===== config.mk =====
export PLATFORM = sky130hd
export DESIGN_NAME = seq_mul_div_flat
export DESIGN_NICKNAME = d
export VERILOG_FILES = /design/src/rtl/seq_mul_div_if.sv /design/src/rtl/seq_mul_div.sv /design/src/flat_wrapper.sv
export SDC_FILE = /design/constraint.sdc
export NUM_CORES = 1
export LEC_CHECK = 0
export ABC_AREA = 1
export BUFFER_PORTS_ARGS = -buffer_cell sky130_fd_sc_hd__buf_4
export CORE_MARGIN = 4
export CORE_UTILIZATION = 45
export CTS_CLUSTER_DIAMETER = 50
export DETAILED_ROUTE_END_ITERATION = 7
export HOLD_SLACK_MARGIN = 0.05
export MAX_ROUTING_LAYER = met4
export PLACE_DENSITY = 0.65
export SYNTH_ARGS = -nofsm -noshare
export SYNTH_HDL_FRONTEND = slang
export SYNTH_SLANG_ARGS = --single-unit

===== constraint.sdc =====
create_clock -name clk -period 3 [get_ports clk]
set_clock_uncertainty 0.2 [all_clocks]
set_input_delay 0.15 -clock clk [delete_from_list [all_inputs] [get_ports clk]]
set_output_delay 0.15 -clock clk [all_outputs]
set_load 0.05 [all_outputs]

===== src/rtl/seq_mul_div_if.sv =====
// Handshake and result bundle for the iterative multiply/divide unit.
// The controller drives the request through the master modport; the unit uses the slave modport.
interface seq_mul_div_if #(
  parameter int WIDTH = 16
) ();

  logic                 start;
  logic                 op;
  logic                 sgn;
  logic [WIDTH-1:0]     A;
  logic [WIDTH-1:0]     B;
  logic                 busy;
  logic                 done;
  logic [2*WIDTH-1:0]   P;
  logic [WIDTH-1:0]     Quotient;
  logic [WIDTH-1:0]     Remainder;
  logic                 div_by_zero;

  modport master (
    output start, op, sgn, A, B,
    input  busy, done, P, Quotient, Remainder, div_by_zero
  );

  modport slave (
    input  start, op, sgn, A, B,
    output busy, done, P, Quotient, Remainder, div_by_zero
  );

endinterface


===== src/rtl/seq_mul_div.sv =====
// Iterative multiply/divide: one shift-add or restoring-subtract step per cycle on
// operand magnitudes, sign fix-up in a single FIX cycle, then a one-cycle done pulse.
module seq_mul_div #(
  parameter int WIDTH = 16
) (
  input  logic          clk,
  input  logic          rst_n,
  seq_mul_div_if.slave  bus
);

  localparam int CNT_W = $clog2(WIDTH) + 1;

  typedef enum logic [1:0] {
    IDLE = 2'd0,
    RUN  = 2'd1,
    FIX  = 2'd2,
    DONE = 2'd3
  } state_t;

  state_t             state, state_next;
  logic [CNT_W-1:0]   cnt;
  logic               accept;
  logic               last_iter;

  // Captured operation and iteration registers
  logic               op_q;
  logic               a_neg, b_neg;
  logic               dz_q;
  logic [WIDTH-1:0]   b_mag;
  logic [WIDTH-1:0]   hi;
  logic [WIDTH-1:0]   lo;

  // Request decoding at accept time
  logic               a_neg_in, b_neg_in;
  logic [WIDTH-1:0]   a_mag_in, b_mag_in;

  // One iteration step
  logic [WIDTH:0]     mul_sum;
  logic [WIDTH:0]     div_shift;
  logic               div_ge;

  // Sign-corrected results
  logic [2*WIDTH-1:0] prod_mag, prod_res;
  logic [WIDTH-1:0]   quo_res, rem_res;

  // Result registers
  logic [2*WIDTH-1:0] p_q;
  logic [WIDTH-1:0]   quo_q, rem_q;
  logic               dbz_q;

  assign accept    = bus.start && ((state == IDLE) || (state == DONE));
  assign last_iter = (cnt == CNT_W'(WIDTH - 1));

  always_ff @(posedge clk) begin
    if (!rst_n) state <= IDLE;
    else        state <= state_next;
  end

  // NOTE: every variable assigned in always_comb gets a default first, so no path can infer a latch.
  always_comb begin
    state_next = state;
    case (state)
      IDLE:    if (bus.start) state_next = RUN;
      RUN:     if (last_iter) state_next = FIX;
      FIX:     state_next = DONE;
      DONE:    state_next = bus.start ? RUN : IDLE;
      default: state_next = IDLE;
    endcase
  end

  // The most-negative operand negates to itself, which is its correct unsigned magnitude.
  always_comb begin
    a_neg_in = bus.sgn & bus.A[WIDTH-1];
    b_neg_in = bus.sgn & bus.B[WIDTH-1];
    a_mag_in = a_neg_in ? -bus.A : bus.A;
    b_mag_in = b_neg_in ? -bus.B : bus.B;
  end

  always_comb begin
    mul_sum   = {1'b0, hi} + (lo[0] ? {1'b0, b_mag} : '0);
    div_shift = {hi, lo[WIDTH-1]};
    div_ge    = (div_shift >= {1'b0, b_mag});
  end

  // NOTE: the datapath carries no reset; it is always reloaded on accept and only the
  // architectural state and result registers need a defined value after reset.
  always_ff @(posedge clk) begin
    if (accept) begin
      op_q  <= bus.op;
      a_neg <= a_neg_in;
      b_neg <= b_neg_in;
      b_mag <= b_mag_in;
      dz_q  <= (bus.B == '0);
      hi    <= '0;
      lo    <= a_mag_in;
      cnt   <= '0;
    end else if (state == RUN) begin
      cnt <= cnt + CNT_W'(1);
      if (!op_q) begin
        hi <= mul_sum[WIDTH:1];
        lo <= {mul_sum[0], lo[WIDTH-1:1]};
      end else if (div_ge) begin
        hi <= WIDTH'(div_shift - {1'b0, b_mag});
        lo <= {lo[WIDTH-2:0], 1'b1};
      end else begin
        hi <= div_shift[WIDTH-1:0];
        lo <= {lo[WIDTH-2:0], 1'b0};
      end
    end
  end

  // With a zero divisor every trial subtract succeeds, so hi ends up holding |A|.
  always_comb begin
    prod_mag = {hi, lo};
    prod_res = (a_neg ^ b_neg) ? -prod_mag : prod_mag;
    quo_res  = dz_q ? '1 : ((a_neg ^ b_neg) ? -lo : lo);
    rem_res  = a_neg ? -hi : hi;
  end

  always_ff @(posedge clk) begin
    if (!rst_n) begin
      p_q   <= '0;
      quo_q <= '0;
      rem_q <= '0;
      dbz_q <= 1'b0;
    end else if (state == FIX) begin
      if (!op_q) begin
        p_q   <= prod_res;
        dbz_q <= 1'b0;
      end else begin
        quo_q <= quo_res;
        rem_q <= rem_res;
        dbz_q <= dz_q;
      end
    end
  end

  assign bus.busy        = (state == RUN) || (state == FIX);
  assign bus.done        = (state == DONE);
  assign bus.P           = p_q;
  assign bus.Quotient    = quo_q;
  assign bus.Remainder   = rem_q;
  assign bus.div_by_zero = dbz_q;

endmodule


===== src/flat_wrapper.sv =====
// flat-port wrapper written by rule: the top's interface ports become plain ports
module seq_mul_div_flat 
#(
  parameter int WIDTH = 16
)
  (clk, rst_n, bus_start, bus_op, bus_sgn, bus_A, bus_B, bus_busy, bus_done, bus_P, bus_Quotient, bus_Remainder, bus_div_by_zero);
  seq_mul_div_if #(.WIDTH(WIDTH)) bus_i ();
  input  logic clk;
  input  logic rst_n;
  input wire logic [$bits(bus_i.start)-1:0] bus_start;
  input wire logic [$bits(bus_i.op)-1:0] bus_op;
  input wire logic [$bits(bus_i.sgn)-1:0] bus_sgn;
  input wire logic [$bits(bus_i.A)-1:0] bus_A;
  input wire logic [$bits(bus_i.B)-1:0] bus_B;
  output wire logic [$bits(bus_i.busy)-1:0] bus_busy;
  output wire logic [$bits(bus_i.done)-1:0] bus_done;
  output wire logic [$bits(bus_i.P)-1:0] bus_P;
  output wire logic [$bits(bus_i.Quotient)-1:0] bus_Quotient;
  output wire logic [$bits(bus_i.Remainder)-1:0] bus_Remainder;
  output wire logic [$bits(bus_i.div_by_zero)-1:0] bus_div_by_zero;
  assign bus_i.start = bus_start;
  assign bus_i.op = bus_op;
  assign bus_i.sgn = bus_sgn;
  assign bus_i.A = bus_A;
  assign bus_i.B = bus_B;
  assign bus_busy = bus_i.busy;
  assign bus_done = bus_i.done;
  assign bus_P = bus_i.P;
  assign bus_Quotient = bus_i.Quotient;
  assign bus_Remainder = bus_i.Remainder;
  assign bus_div_by_zero = bus_i.div_by_zero;
  seq_mul_div #(.WIDTH(WIDTH)) u_core (.clk(clk), .rst_n(rst_n), .bus(bus_i));
endmodule

==> results.json <==
{
  "status": "finished clean",
  "ant_nets": 0,
  "synthFlopType": "dfxtp_1",
  "crit_path_end_kind": "register",
  "instances_no_fill": 1799,
  "post-route-min-period_ns": 2.78,
  "placed_cells": 1717,
  "drive_above_1_share_pct": 13.3,
  "synth_mux_area_share_pct": 0,
  "setup.worst_path.start_class": "input pin",
  "synth_simple_gate_area_share_pct": 31.0,
  "grt_pass1_vias": 8427,
  "cts_buffer_depth": 2,
  "grt_pass1_wl_um": 44700,
  "routabilityCongestion": 0.939,
  "arrival_ns": 2.75,
  "syn_to_final_growth_pct": 24.8,
  "design.portCount": 104,
  "synth_nets": 1448,
  "required_ns": 2.97,
  "antenna_found_initial": 0,
  "clk_pin_slew_ns": 0.06,
  "numCtsBuffers": 17,
  "synth_adder_area_share_pct": 6.43,
  "fmax_mhz": 359,
  "critPathKind": "in -> reg",
  "synth_compound_area_share_pct": 14.5,
  "post_dp_cell_area_um2": 10100,
  "wl_per_cell_um": 15.5,
  "yosys-top-cells-count": "nand2_1 (306), inv_1 (224), nor2_1 (167)",
  "numPortBuffers": 103,
  "hpwlAfterDp_um": 21400,
  "root_buffer": "clkbuf_16",
  "hold_path.class": "in -> reg",
  "setup_viol": 0,
  "drv_slew": 0,
  "die_h_um": 149,
  "drt_iter0_drc": 768,
  "grt-ovfl-total": 0,
  "wirelength_um": 27800,
  "netlist.area_leader.share_pct": 19.6,
  "max-slew-margin-rel_pct": 52.3,
  "ir_worst_vdd_uv": 615,
  "synth_most_common_cell": "nand2_1",
  "rows": 51,
  "rsz0062_at_grt": "false",
  "vias_per_cell": 5.16,
  "period_share_pct": 92.8,
  "worstMarginPinSlew_ns": 0.715,
  "cts.repair.resized": 0,
  "p_leak_nw": 5.83,
  "drcViolationCount": 0,
  "synth_top_family_by_area": "simple AND/OR/NAND/NOR gates",
  "synthCells": 1366,
  "ys_types": 49,
  "via_count": 9290,
  "clkSinkCount": 124,
  "synth_xor_area_share_pct": 4.58,
  "synth_area_per_cell_um2": 6.58,
  "final_hold_viol_count": 0,
  "synth_top_cell_by_area": "dfxtp_1",
  "async_reset_ff_share_pct": 0,
  "cts_tree": "done",
  "final_area_um2": 11200,
  "p_total_mw": 11.6,
  "clock_latency_ns": 0.43,
  "worstPathMaxFanout": 4,
  "initial_core_util_pct": 46.0,
  "setup_tns_ns": 0,
  "grt_max_degree": 38,
  "die_width_um": 149,
  "maxCapViolations": 0,
  "nets": 1603,
  "ctsHtreeMaxLevel": 4,
  "synth-seq-cells": 124,
  "syn_area_um2": 8990,
  "ys_warn_count": 0,
  "yosysSeqAreaShare_pct": 31.6,
  "die-area_um2": 22300,
  "num_antenna_cells": 0,
  "grt_usage_pct": 25.9,
  "dr.pass1.iters": 6,
  "core_area_um2": 19500,
  "synth_area_leaders": "dfxtp_1 (20%), nand2_1 (13%), edfxtp_1 (12%), inv_1 (9.4%), nor2_1 (7.0%)",
  "p_per_area_nw_per_um2": 1030,
  "synth-edff-count": 36
}
-- layout by cell type (no fill, tap or decap), types with 10 or more instances in the layout --
cell type and count:
o21ai_0 99, nand4_1 21, buf_4 134, dlygate4sd3_1 47, nand3b_1 10, nand2_1 306
o211ai_1 11, edfxtp_1 36, o221ai_1 12, o21ai_1 14, dfxtp_1 88, inv_1 224
nor2_1 165, clkbuf_16 17, a21oi_1 84, nor3_1 19, ha_1 43, xor2_1 41
nand3_1 79
-- through the flow --
step	setup slack, ns	hold slack [ns]	utilization, %
global placement	0.336	0.131	51.9
CTS	0.243	0.145	57.3
floorplan	0.419	0.0489	-
detailed placement	0.339	0.130	51.9
global route	0.0134	0.230	57.5
finish	0.216	0.136	57.5
-- worst max-delay path: stages --
cell and delay [ns]:
dlygate4sd3_1 0.55, buf_4 0.14, inv_1 0.10, ha_1 0.18, inv_1 0.06, nor3_2 0.20
nand3_1 0.18, o21ai_1 0.29, nand3_1 0.14, a21oi_1 0.15, dlygate4sd3_1 0.56, o21ai_0 0.08
-- timing repair --
item,4_1_cts,5_1_grt
hold endpoints to repair,71,0
setup buffers,0,3
hold buffers,47,0
setup endpoints to repair,0,1
-- routing by layer --
layer	up-vias	wire, µm	global-route usage [%]	share of wire, %
met1	4211	13100	36.6	47
met3	51	1760	3.25	6.3
met5	-	0	-	0
li1	4711	-	-	-
met2	317	12400	39.5	44
met4	0	609	6.86	2.2
-- flip-flops by register name (all words and copies together) (netlist names) --
| register | count |
|---|---|
| u_core.lo | 16 |
| u_core.bus.Remainder | 16 |
| u_core.bus.div_by_zero | 1 |
| u_core.hi | 16 |
| u_core.cnt | 5 |
| u_core.bus.P | 32 |
| u_core.dz_q | 1 |
| u_core.bus.Quotient | 16 |
| u_core.state | 2 |
| u_core.a_neg | 1 |
| u_core.b_neg | 1 |
| u_core.op_q | 1 |
| u_core.b_mag | 16 |
-- report_power, final --
group	leakage, nW	switching [mW]	internal, mW
clock network	0.295	0.890	1.26
registers	1.07	0.532	2.35
logic	4.46	4.42	2.11
-- final cells by class --
type	instances	area [µm²]
Clock inverter	15	173
Fill cell	1936	8310
Tap cell	265	332
Sequential cell	124	2840
Inverter	232	876
Multi-Input combinational cell	965	5090
Timing Repair Buffer	181	1480
Clock buffer	17	425
-- kinds of logic after synthesis --
family                     Yosys count
xor gates and xnor gates            47
and+or+nand+nor                    635
buffers and inverters              277
adders and majority gates           45
AOI/OAI and AO/OA                  238
DFF                                124
-- final timing paths --
kind	startpoint	to	slack [ns]	cells after the start
max	bus_A[0]	u_core.lo[12]	0.22	12
min	bus_sgn	u_core.b_mag[2]	0.14	4
max reg2reg	u_core.lo[0]	u_core.hi[7]	0.45	15
min reg2reg	u_core.bus.P[13]	u_core.bus.P[13]	0.30	2
Note: power is estimated with default switching activity, not from simulation.
